===== src/rtl/lpc_host.sv =====
// LPC host initiator for TPM cycles: turns single-byte read/write requests into
// LFRAME#/LAD frames, samples SYNC and read data, and returns a one-shot response.
module lpc_host #(
  parameter int unsigned SYNC_TIMEOUT = 256,
  parameter int unsigned ABORT_CLOCKS = 4
) (
  input  logic        clk_i,
  input  logic        rst_i,
  input  logic        req_valid_i,
  output logic        req_ready_o,
  input  logic        req_wr_i,
  input  logic [15:0] req_addr_i,
  input  logic [7:0]  req_data_i,
  output logic        resp_valid_o,
  output logic [7:0]  resp_data_o,
  output logic [1:0]  resp_status_o,
  output logic        lframe_o,
  output logic [3:0]  lad_o,
  output logic        lad_oe,
  input  logic [3:0]  lad_i
);

  typedef enum logic [3:0] {
    ST_IDLE,
    ST_START,
    ST_CYCTYPE,
    ST_ADDR,
    ST_WDATA,
    ST_TARH1,
    ST_TARH2,
    ST_SYNC,
    ST_RDATA,
    ST_TARP1,
    ST_TARP2,
    ST_ABORT,
    ST_ABORT_END,
    ST_DONE
  } state_e;

  localparam logic [3:0] LAD_START_TPM = 4'b0101;
  localparam logic [3:0] LAD_CYC_WRITE = 4'b0010;
  localparam logic [3:0] LAD_CYC_READ  = 4'b0000;
  localparam logic [3:0] LAD_IDLE      = 4'hF;
  localparam logic [3:0] SYNC_READY    = 4'b0000;
  localparam logic [3:0] SYNC_ERROR    = 4'b1010;

  localparam logic [1:0] STATUS_OK      = 2'b00;
  localparam logic [1:0] STATUS_ERR     = 2'b01;
  localparam logic [1:0] STATUS_TIMEOUT = 2'b10;

  localparam logic [9:0] SYNC_LAST  = 10'(SYNC_TIMEOUT - 1);
  localparam logic [9:0] ABORT_LAST = 10'(ABORT_CLOCKS - 1);

  state_e      state_q, state_d;
  logic [9:0]  cnt_q, cnt_d;
  logic        wr_q, wr_d;
  logic [15:0] addr_q, addr_d;
  logic [7:0]  wdata_q, wdata_d;
  logic [7:0]  data_q, data_d;
  logic [1:0]  status_q, status_d;

  logic        lframe_q, lframe_d;
  logic [3:0]  lad_q, lad_d;
  logic        lad_oe_q, lad_oe_d;
  logic        req_ready_q, req_ready_d;
  logic        resp_valid_q, resp_valid_d;
  logic [7:0]  resp_data_q, resp_data_d;
  logic [1:0]  resp_status_q, resp_status_d;

  // cnt_q is shared: ADDR/WDATA/RDATA nibble index, SYNC wait count, ABORT length.
  always_comb begin : next_state
    // NOTE: every signal assigned here gets a default first so no latch is inferred.
    state_d       = state_q;
    cnt_d         = cnt_q;
    wr_d          = wr_q;
    addr_d        = addr_q;
    wdata_d       = wdata_q;
    data_d        = data_q;
    status_d      = status_q;
    resp_valid_d  = 1'b0;
    resp_data_d   = resp_data_q;
    resp_status_d = resp_status_q;

    case (state_q)
      ST_IDLE: begin
        if (req_valid_i && req_ready_q) begin
          wr_d     = req_wr_i;
          addr_d   = req_addr_i;
          wdata_d  = req_data_i;
          data_d   = 8'h00;
          status_d = STATUS_OK;
          state_d  = ST_START;
        end
      end
      ST_START:   state_d = ST_CYCTYPE;
      ST_CYCTYPE: begin
        state_d = ST_ADDR;
        cnt_d   = '0;
      end
      ST_ADDR: begin
        if (cnt_q == 10'd3) begin
          state_d = wr_q ? ST_WDATA : ST_TARH1;
          cnt_d   = '0;
        end else begin
          cnt_d = cnt_q + 10'd1;
        end
      end
      ST_WDATA: begin
        if (cnt_q == 10'd1) state_d = ST_TARH1;
        else                cnt_d   = cnt_q + 10'd1;
      end
      ST_TARH1: state_d = ST_TARH2;
      ST_TARH2: begin
        state_d = ST_SYNC;
        cnt_d   = '0;
      end
      ST_SYNC: begin
        // A ready/error code on the last allowed clock still wins over the timeout.
        if (lad_i == SYNC_READY || lad_i == SYNC_ERROR) begin
          if (lad_i == SYNC_ERROR) status_d = STATUS_ERR;
          state_d = wr_q ? ST_TARP1 : ST_RDATA;
          cnt_d   = '0;
        end else if (cnt_q == SYNC_LAST) begin
          state_d  = ST_ABORT;
          cnt_d    = '0;
          status_d = STATUS_TIMEOUT;
          data_d   = 8'hFF;
        end else begin
          cnt_d = cnt_q + 10'd1;
        end
      end
      ST_RDATA: begin
        if (cnt_q == 10'd0) begin
          data_d[3:0] = lad_i;
          cnt_d       = cnt_q + 10'd1;
        end else begin
          data_d[7:4] = lad_i;
          state_d     = ST_TARP1;
        end
      end
      ST_TARP1: state_d = ST_TARP2;
      ST_TARP2: state_d = ST_DONE;
      ST_ABORT: begin
        if (cnt_q == ABORT_LAST) state_d = ST_ABORT_END;
        else                     cnt_d   = cnt_q + 10'd1;
      end
      ST_ABORT_END: state_d = ST_DONE;
      ST_DONE:      state_d = ST_IDLE;
      default:      state_d = ST_IDLE;
    endcase

    if (state_d == ST_DONE) begin
      resp_valid_d  = 1'b1;
      resp_data_d   = data_d;
      resp_status_d = status_d;
    end
  end

  // Bus outputs are decoded from the next state so they are registered yet aligned to it.
  always_comb begin : bus_decode
    lframe_d    = 1'b1;
    lad_oe_d    = 1'b0;
    lad_d       = LAD_IDLE;
    req_ready_d = (state_d == ST_IDLE);

    case (state_d)
      ST_START: begin
        lframe_d = 1'b0;
        lad_oe_d = 1'b1;
        lad_d    = LAD_START_TPM;
      end
      ST_CYCTYPE: begin
        lad_oe_d = 1'b1;
        lad_d    = wr_d ? LAD_CYC_WRITE : LAD_CYC_READ;
      end
      ST_ADDR: begin
        lad_oe_d = 1'b1;
        case (cnt_d[1:0])
          2'd0:    lad_d = addr_d[15:12];
          2'd1:    lad_d = addr_d[11:8];
          2'd2:    lad_d = addr_d[7:4];
          default: lad_d = addr_d[3:0];
        endcase
      end
      ST_WDATA: begin
        lad_oe_d = 1'b1;
        lad_d    = cnt_d[0] ? wdata_d[7:4] : wdata_d[3:0];
      end
      ST_TARH1: lad_oe_d = 1'b1;
      ST_ABORT: begin
        lframe_d = 1'b0;
        lad_oe_d = 1'b1;
      end
      default: ;
    endcase
  end

  // NOTE: sequential state uses non-blocking assignments so every flop sees pre-edge values.
  always_ff @(posedge clk_i) begin
    if (rst_i) begin
      state_q       <= ST_IDLE;
      cnt_q         <= '0;
      wr_q          <= 1'b0;
      addr_q        <= '0;
      wdata_q       <= '0;
      data_q        <= '0;
      status_q      <= STATUS_OK;
      lframe_q      <= 1'b1;
      lad_q         <= LAD_IDLE;
      lad_oe_q      <= 1'b0;
      req_ready_q   <= 1'b1;
      resp_valid_q  <= 1'b0;
      resp_data_q   <= 8'h00;
      resp_status_q <= STATUS_OK;
    end else begin
      state_q       <= state_d;
      cnt_q         <= cnt_d;
      wr_q          <= wr_d;
      addr_q        <= addr_d;
      wdata_q       <= wdata_d;
      data_q        <= data_d;
      status_q      <= status_d;
      lframe_q      <= lframe_d;
      lad_q         <= lad_d;
      lad_oe_q      <= lad_oe_d;
      req_ready_q   <= req_ready_d;
      resp_valid_q  <= resp_valid_d;
      resp_data_q   <= resp_data_d;
      resp_status_q <= resp_status_d;
    end
  end

  assign lframe_o      = lframe_q;
  assign lad_o         = lad_q;
  assign lad_oe        = lad_oe_q;
  assign req_ready_o   = req_ready_q;
  assign resp_valid_o  = resp_valid_q;
  assign resp_data_o   = resp_data_q;
  assign resp_status_o = resp_status_q;

endmodule


===== config.mk =====
export PLATFORM = sky130hd
export DESIGN_NAME = lpc_host
export DESIGN_NICKNAME = d
export VERILOG_FILES = /design/src/rtl/lpc_host.sv
export SDC_FILE = /design/constraint.sdc
export NUM_CORES = 1
export LEC_CHECK = 0
export ABC_AREA = 1
export BUFFER_PORTS_ARGS = -buffer_cell sky130_fd_sc_hd__buf_2
export CAP_MARGIN = 30
export CORE_UTILIZATION = 55
export DETAILED_ROUTE_END_ITERATION = 10
export HOLD_SLACK_MARGIN = 0.15
export PLACE_DENSITY = 0.77
export SETUP_SLACK_MARGIN = 0.2
export SLEW_MARGIN = 20
export SYNTH_ARGS = -nofsm -noshare
export SYNTH_HDL_FRONTEND = slang
export SYNTH_SLANG_ARGS = --single-unit

===== constraint.sdc =====
create_clock -name clk_i -period 3.5 [get_ports clk_i]
set_clock_uncertainty 0.15 [all_clocks]
set_input_delay 0.175 -clock clk_i [delete_from_list [all_inputs] [get_ports clk_i]]
set_output_delay 0.175 -clock clk_i [all_outputs]
set_load 0.02 [all_outputs]

Yosys cells after proc, flatten, opt, wreduce, memory -nomap -nowiden
Index checks and enable logic that the tools add are counted.
- input bits: 32
- word-level logic and storage cells: 98
- output and inout port bits: 18
- flip-flop bits (word level): 67
- multiplexer cells: 41
- reductions and logical operators: 13
- add/sub/neg operators: 1
- equal/unequal tests: 28
- operators by type and width (kind ; count):
    10-bit 2-to-1 mux ; 6
    10-bit one-hot mux with 6 select lines ; 1
    4-bit one-hot mux with 12 select lines ; 1
    4-bit 2-to-1 mux ; 10
    8-bit 2-to-1 mux ; 5
    4-bit equality test (second input constant) ; 8
    16-bit 2-to-1 mux ; 2
    4-bit by 3-bit equality test with 1-bit output (second input constant) ; 6
    8-bit one-hot mux with 3 select lines ; 1
    4-bit by 2-bit equality test with 1-bit output (second input constant) ; 4
    4-bit one-hot mux with 4 select lines ; 1
    4-bit zero test ; 3
    4-bit one-hot mux with 3 select lines ; 1
    10-bit by 1-bit adder with 10-bit output (second input constant) ; 1
    10-bit by 1-bit equality test with 1-bit output (second input constant) ; 1
    10-bit by 2-bit equality test with 1-bit output (second input constant) ; 1
    10-bit by 8-bit equality test with 1-bit output (second input constant) ; 1
    10-bit zero test ; 1
    2-bit 2-to-1 mux ; 5
    4-bit by 1-bit equality test with 1-bit output (second input constant) ; 2
    1-bit 2-to-1 mux ; 7
    2-bit inequality test (second input constant) ; 3
    6-bit nonzero test ; 1
    2-bit OR reduction ; 3
    other kinds (8) ; 8

Depth between registers and ports, before layout
- depth after elaboration: 7
- gate-level depth with buffers: 16

Worst setup path after synthesis
Ideal clock, no wire load.
- kind: register to register
- start: register cnt_q[0]
- end: register lad_q[0], in the netlist lad_o[0]
- buffers on the path: 1
- stages on the path, launching flop included: 15
- path slack: 1.335 ns
- arrival: 1.902 ns
- period minus slack after synthesis: 2.165 ns
- cells stage by stage: dfxtp_1 > ha_1 > nand2_1 > inv_1 > nand2_2 > ha_1 > o31ai_1 > inv_1 > nand3_2 > nor2_4 > buf_6 > nor2_1 > nor2_1 > nor2_1 > nand2_1
- cells in the longest elaborated chain, start to end: 7
- elaborated cells between the ends (all ways): 29
- those cells by class: add/sub (1); eq/ne (9); mux (17); reduce/logical (2)
- RTL lines (element ; RTL line ; source):
    start, declared ; 55 ; logic [9:0] cnt_q, cnt_d;
    start signal, assigned ; 217 ; cnt_q <= cnt_d;
    10-bit by 1-bit adder with 10-bit output / 10-bit by 8-bit equality test with 1-bit output (equally long branches) ; n/a ;
    10-bit 2-to-1 mux ; 123 ; end else if (cnt_q == SYNC_LAST) begin
    10-bit 2-to-1 mux ; 119 ; if (lad_i == SYNC_READY || lad_i == SYNC_ERROR) begin
    10-bit one-hot mux with 6 select lines ; 84 ; case (state_q)
    2-bit equality test (tied with other cells) ; 178 ; case (cnt_d[1:0])
    4-bit one-hot mux with 3 select lines ; 178 ;
    4-bit one-hot mux with 4 select lines * ; 166 ; case (state_d)
    end signal, assigned ; 224 ; lad_q <= lad_d;
    end, declared ; 63 ; logic [3:0] lad_q, lad_d;
Every way passes the cells marked *; elsewhere a longest branch is shown, timed or not. The select of a mux whose other input is x is not followed.
A chain may end at the register's enable or synchronous reset.

Worst setup path after layout
- start: register state_q[2]
- end: register lad_q[3], in the netlist lad_o[3]
- cells in the longest elaborated chain, start to end: 6
- elaborated cells between the ends (all ways): 36
- those cells by class: eq/ne (18); mux (14); reduce/logical (4)
- RTL lines (element ; RTL line ; source):
    start, declared ; 54 ; state_e state_q, state_d;
    start signal, assigned ; 216 ; state_q <= state_d;
    4-bit by 3-bit equality test with 1-bit output / 4-bit by 2-bit equality test with 1-bit output (equally long branches) ; 84 ;
    2-bit OR reduction (no source line) ; n/a ;
    10-bit one-hot mux with 6 select lines ; 84 ;
    2-bit equality test (tied with other cells) ; 178 ;
    4-bit one-hot mux with 3 select lines ; 178 ;
    4-bit one-hot mux with 4 select lines * ; 166 ;
Every way passes the cells marked *; elsewhere a longest branch is shown, timed or not.

==> results.json <==
{
  "drt_iter0_markers": 221,
  "maxSlewViolCount": 0,
  "share_clk_of_total_power": 0.298,
  "yosys_warnings": 0,
  "rows": 28,
  "totalNegativeSetupSlack_ns": 0,
  "design.portCount": 50,
  "max-slew-margin-rel": 0.561,
  "n_antenna_cell": 0,
  "remaining_drc_errors": 0,
  "combinationalPowerShare": 0.306,
  "synth.net_count": 549,
  "detailedRoute.firstPassIterationCount": 5,
  "p_sw_uw": 797,
  "timing_worst_setup_path_type": "reg2reg",
  "gp_congestion": 0.986,
  "clk_pin_slew_ns": 0.08,
  "chain_of_cells_forming_the_critical_path": "inv_2 > nand2_4 > inv_2 > nand2_1 > nand2_1 > nor2_1 > nand2_1 > nor2_1 > nand3_2 > clkinv_1 > nand2_1 > nand3_1 > nand2_1 > nor2_1 > nand2_1",
  "chipWidth_um": 82.5,
  "power.share.switching": 0.359,
  "worstRegToRegCells": 15,
  "worst_ir_drop_on_vdd_mv": 0.404,
  "setup_viol": 0,
  "portBuffers": 49,
  "routed_wire_length_per_instance_um": 12.9,
  "critPathLaunchType": "register",
  "start_util": 0.585,
  "post-route-period-util": 0.730,
  "cts_hold_buffers": 29,
  "worstReg2RegEnd": "lad_o[3]",
  "place.detailed.hpwl_mm": 6.09,
  "crit_path_buffers_inverters": 3,
  "cts_buffer_depth": 2,
  "layout-area-overhead-vs-synth_pct": 21.5,
  "critical_path_arrival_ns": 2.66,
  "async_reset_ff_frac": 0,
  "cap_violations": 0,
  "cp_common_cell": "sky130_fd_sc_hd__nand2_1",
  "hold_viol": 0,
  "pre_cts_setup_slack_ns": 0.965,
  "synth_cell_type_count": 40,
  "wire_length_of_the_first_global_routing_pass_mm": 14.3,
  "finalWorstPathRequiredPeriod_ns": 2.55,
  "cp_endpoint_kind": "register",
  "worstHoldStart": "req_valid_i",
  "final_layout_size_suffix_gt1_frac": 0.187,
  "final_critical_path_setup_slack_ns": 0.946,
  "via_per_inst": 5.11,
  "p_leak_uw": 0.00222,
  "seq_area_frac_synth": 0.376,
  "avg_cell_area_syn_um2": 6.95,
  "core-area_mm2": 0.00610,
  "tightest_slew_ns": 0.656,
  "timing.hold.worst.class": "in2reg",
  "cts_repair_resize_count": 0,
  "power.internal_uw": 1420,
  "postSynth.topFlopCell": "sky130_fd_sc_hd__dfxtp_1",
  "minimum_setup_slack_among_reg_to_reg_paths_ns": 0.95,
  "routed_wirelength_mm": 8.67,
  "tritoncts": "yes",
  "clock_sink_count": 67,
  "grt_start_max_net_pins": 42,
  "min_delay_worst_endpoint": "lad_oe",
  "slowest_delay_ns": 0.48,
  "status": "finished, final reports clean",
  "cts_setup_buffers": 0,
  "synth_edf_count": 0,
  "path_max_fanout": 22,
  "maxClockFrequency_mhz": 392,
  "ctsHtreeMaxLevel": 3,
  "worst_r2r_startpoint": "state_q[2]",
  "die_height_um": 82.5,
  "design.die.area_mm2": 0.00680,
  "crit_path_top_delay_cell": "sky130_fd_sc_hd__dfxtp_1",
  "grt_antenna_before_repair": 0,
  "critical_path_required_ns": 3.60,
  "cp_top_family": "simple AND/OR/NAND/NOR gates",
  "antenna_left": 0,
  "sequentialPowerShare": 0.396,
  "groute.usage.overall": 0.280,
  "via_count_of_the_first_global_routing_pass": 3128,
  "global_route.overflow_total": 0,
  "vias": 3426,
  "worstSkewPairLatency_ns": 0.35,
  "numCtsBuffers": 9,
  "mappedNetlistArea_mm2": 0.00356,
  "holdPathStages": 5,
  "power_density_mw_per_mm2": 513,
  "flop_and_latch_count_out_of_synthesis": 67,
  "ctsRootBufferMaster": "sky130_fd_sc_hd__clkbuf_8",
  "synth_cells": 513,
  "final_net_count": 626,
  "unrepaired_setup_endpoints_after_global_routing": "false"
}
[cells in the final DEF (no fill, tap or decap), types with 4 or more instances in the layout]
master,count
sky130_fd_sc_hd__a21oi_1,11
sky130_fd_sc_hd__a31oi_1,6
sky130_fd_sc_hd__and2_1,13
sky130_fd_sc_hd__buf_2,49
sky130_fd_sc_hd__clkbuf_8,9
sky130_fd_sc_hd__dfxtp_1,67
sky130_fd_sc_hd__dlygate4sd3_1,29
sky130_fd_sc_hd__ha_1,4
sky130_fd_sc_hd__inv_1,67
sky130_fd_sc_hd__inv_2,10
sky130_fd_sc_hd__mux2i_1,10
sky130_fd_sc_hd__nand2_1,112
sky130_fd_sc_hd__nand2_2,10
sky130_fd_sc_hd__nand3_1,37
sky130_fd_sc_hd__nand4_1,10
sky130_fd_sc_hd__nor2_1,69
sky130_fd_sc_hd__nor2_2,11
sky130_fd_sc_hd__nor2_4,4
sky130_fd_sc_hd__o211ai_1,5
sky130_fd_sc_hd__o21ai_0,15
[worst reg2reg max path: stages (launching register included)]
cell and delay (ns):
sky130_fd_sc_hd__dfxtp_1 0.48, sky130_fd_sc_hd__inv_2 0.11, sky130_fd_sc_hd__nand2_4 0.11, sky130_fd_sc_hd__inv_2 0.05, sky130_fd_sc_hd__nand2_1 0.07, sky130_fd_sc_hd__nand2_1 0.38, sky130_fd_sc_hd__nor2_1 0.21, sky130_fd_sc_hd__nand2_1 0.06
sky130_fd_sc_hd__nor2_1 0.20, sky130_fd_sc_hd__nand3_2 0.17, sky130_fd_sc_hd__clkinv_1 0.09, sky130_fd_sc_hd__nand2_1 0.05, sky130_fd_sc_hd__nand3_1 0.09, sky130_fd_sc_hd__nand2_1 0.07, sky130_fd_sc_hd__nor2_1 0.12, sky130_fd_sc_hd__nand2_1 0.06
[state kept, by name, indices dropped and copies added, names as in the netlist, 2 cells and up]
name,flops
addr_q,16
cnt_q,10
data_q,8
lad_o,4
resp_data_o,8
resp_status_o,2
state_q,4
status_q,2
wdata_q,8
[final cells by class]
cell class	count	area, um^2
fillers	525	1770
repair buffers	80	551
well taps	75	93.8
clock inverters	6	72.6
flip-flops and latches	67	1340
clock buffers	10	128
inverters	79	297
multi-input cells	353	1850
[synth_stat cells (all sizes together) (3+ instances only)]
cell    number  area share
buf          6       0.014
a21o         3      0.0063
clkbuf       8      0.0084
mux2i       10       0.028
o211ai       5       0.011
a221oi       3      0.0074
nor2        85        0.11
ha           4       0.014
a31oi        6       0.011
dfxtp       67        0.38
xor2         3      0.0074
o21ai       18       0.028
nand2      124        0.14
nor3         4      0.0070
a211oi       3      0.0063
a21oi       11       0.015
inv         77       0.081
o31ai        3      0.0063
and2        13       0.023
nand3       40       0.060
nand4       10       0.018
[worst max-delay path by stage]
stage | from | end | cells past startpoint
after floorplan | cnt_q[0] | lad_o[0] | 14
after global placement | state_q[2] | lad_o[3] | 15
after detailed placement | state_q[2] | lad_o[3] | 15
after CTS | state_q[2] | lad_o[3] | 15
after global routing | state_q[2] | lad_o[1] | 15
final | state_q[2] | lad_o[3] | 15
[power by group through the flow]
stage          clock (uW)  combinational [uW]  sequential, uW
2_1_floorplan           0                 472             924
3_3_place_gp            0                 635             895
3_5_place_dp            0                 644             897
4_1_cts               671                 674             880
5_1_grt               702                 769             888
6_report              661                 679             880
[metal layers]
layer,share of wire,GRT usage
met5,0,0
met3,0.049,0.0538
met4,0.010,0.100
met2,0.47,0.461
met1,0.47,0.366
[per-stage QoR]
stage                     area, um^2  total power, uW   util  instances  hold WS [ns]
final                           4330             2220  0.710        670         0.199
after global routing            4330             2360  0.710        670         0.241
after CTS                       4330             2220  0.710        670         0.189
after detailed placement        3840             1540  0.630        625         0.296
after global placement          3840             1530  0.630        625         0.284
after floorplan                 3560             1400      -        513         0.180
[cells by family (layout without fill, tap and decap cells)]
| group | after synthesis | in the layout | synth area share |
|---|---|---|---|
| multiplexers | 10 | 10 | 0.0281 |
| buffers and inverters | 93 | 175 | 0.106 |
| flip-flops | 67 | 67 | 0.376 |
| AND/OR/NAND/NOR | 279 | 279 | 0.366 |
| adder cells (fa/ha/maj) | 4 | 4 | 0.0140 |
| AO/OA/AOI/OAI | 57 | 57 | 0.103 |
| XOR/XNOR | 3 | 3 | 0.00737 |
No activity file was read; power rests on OpenSTA's default activity.
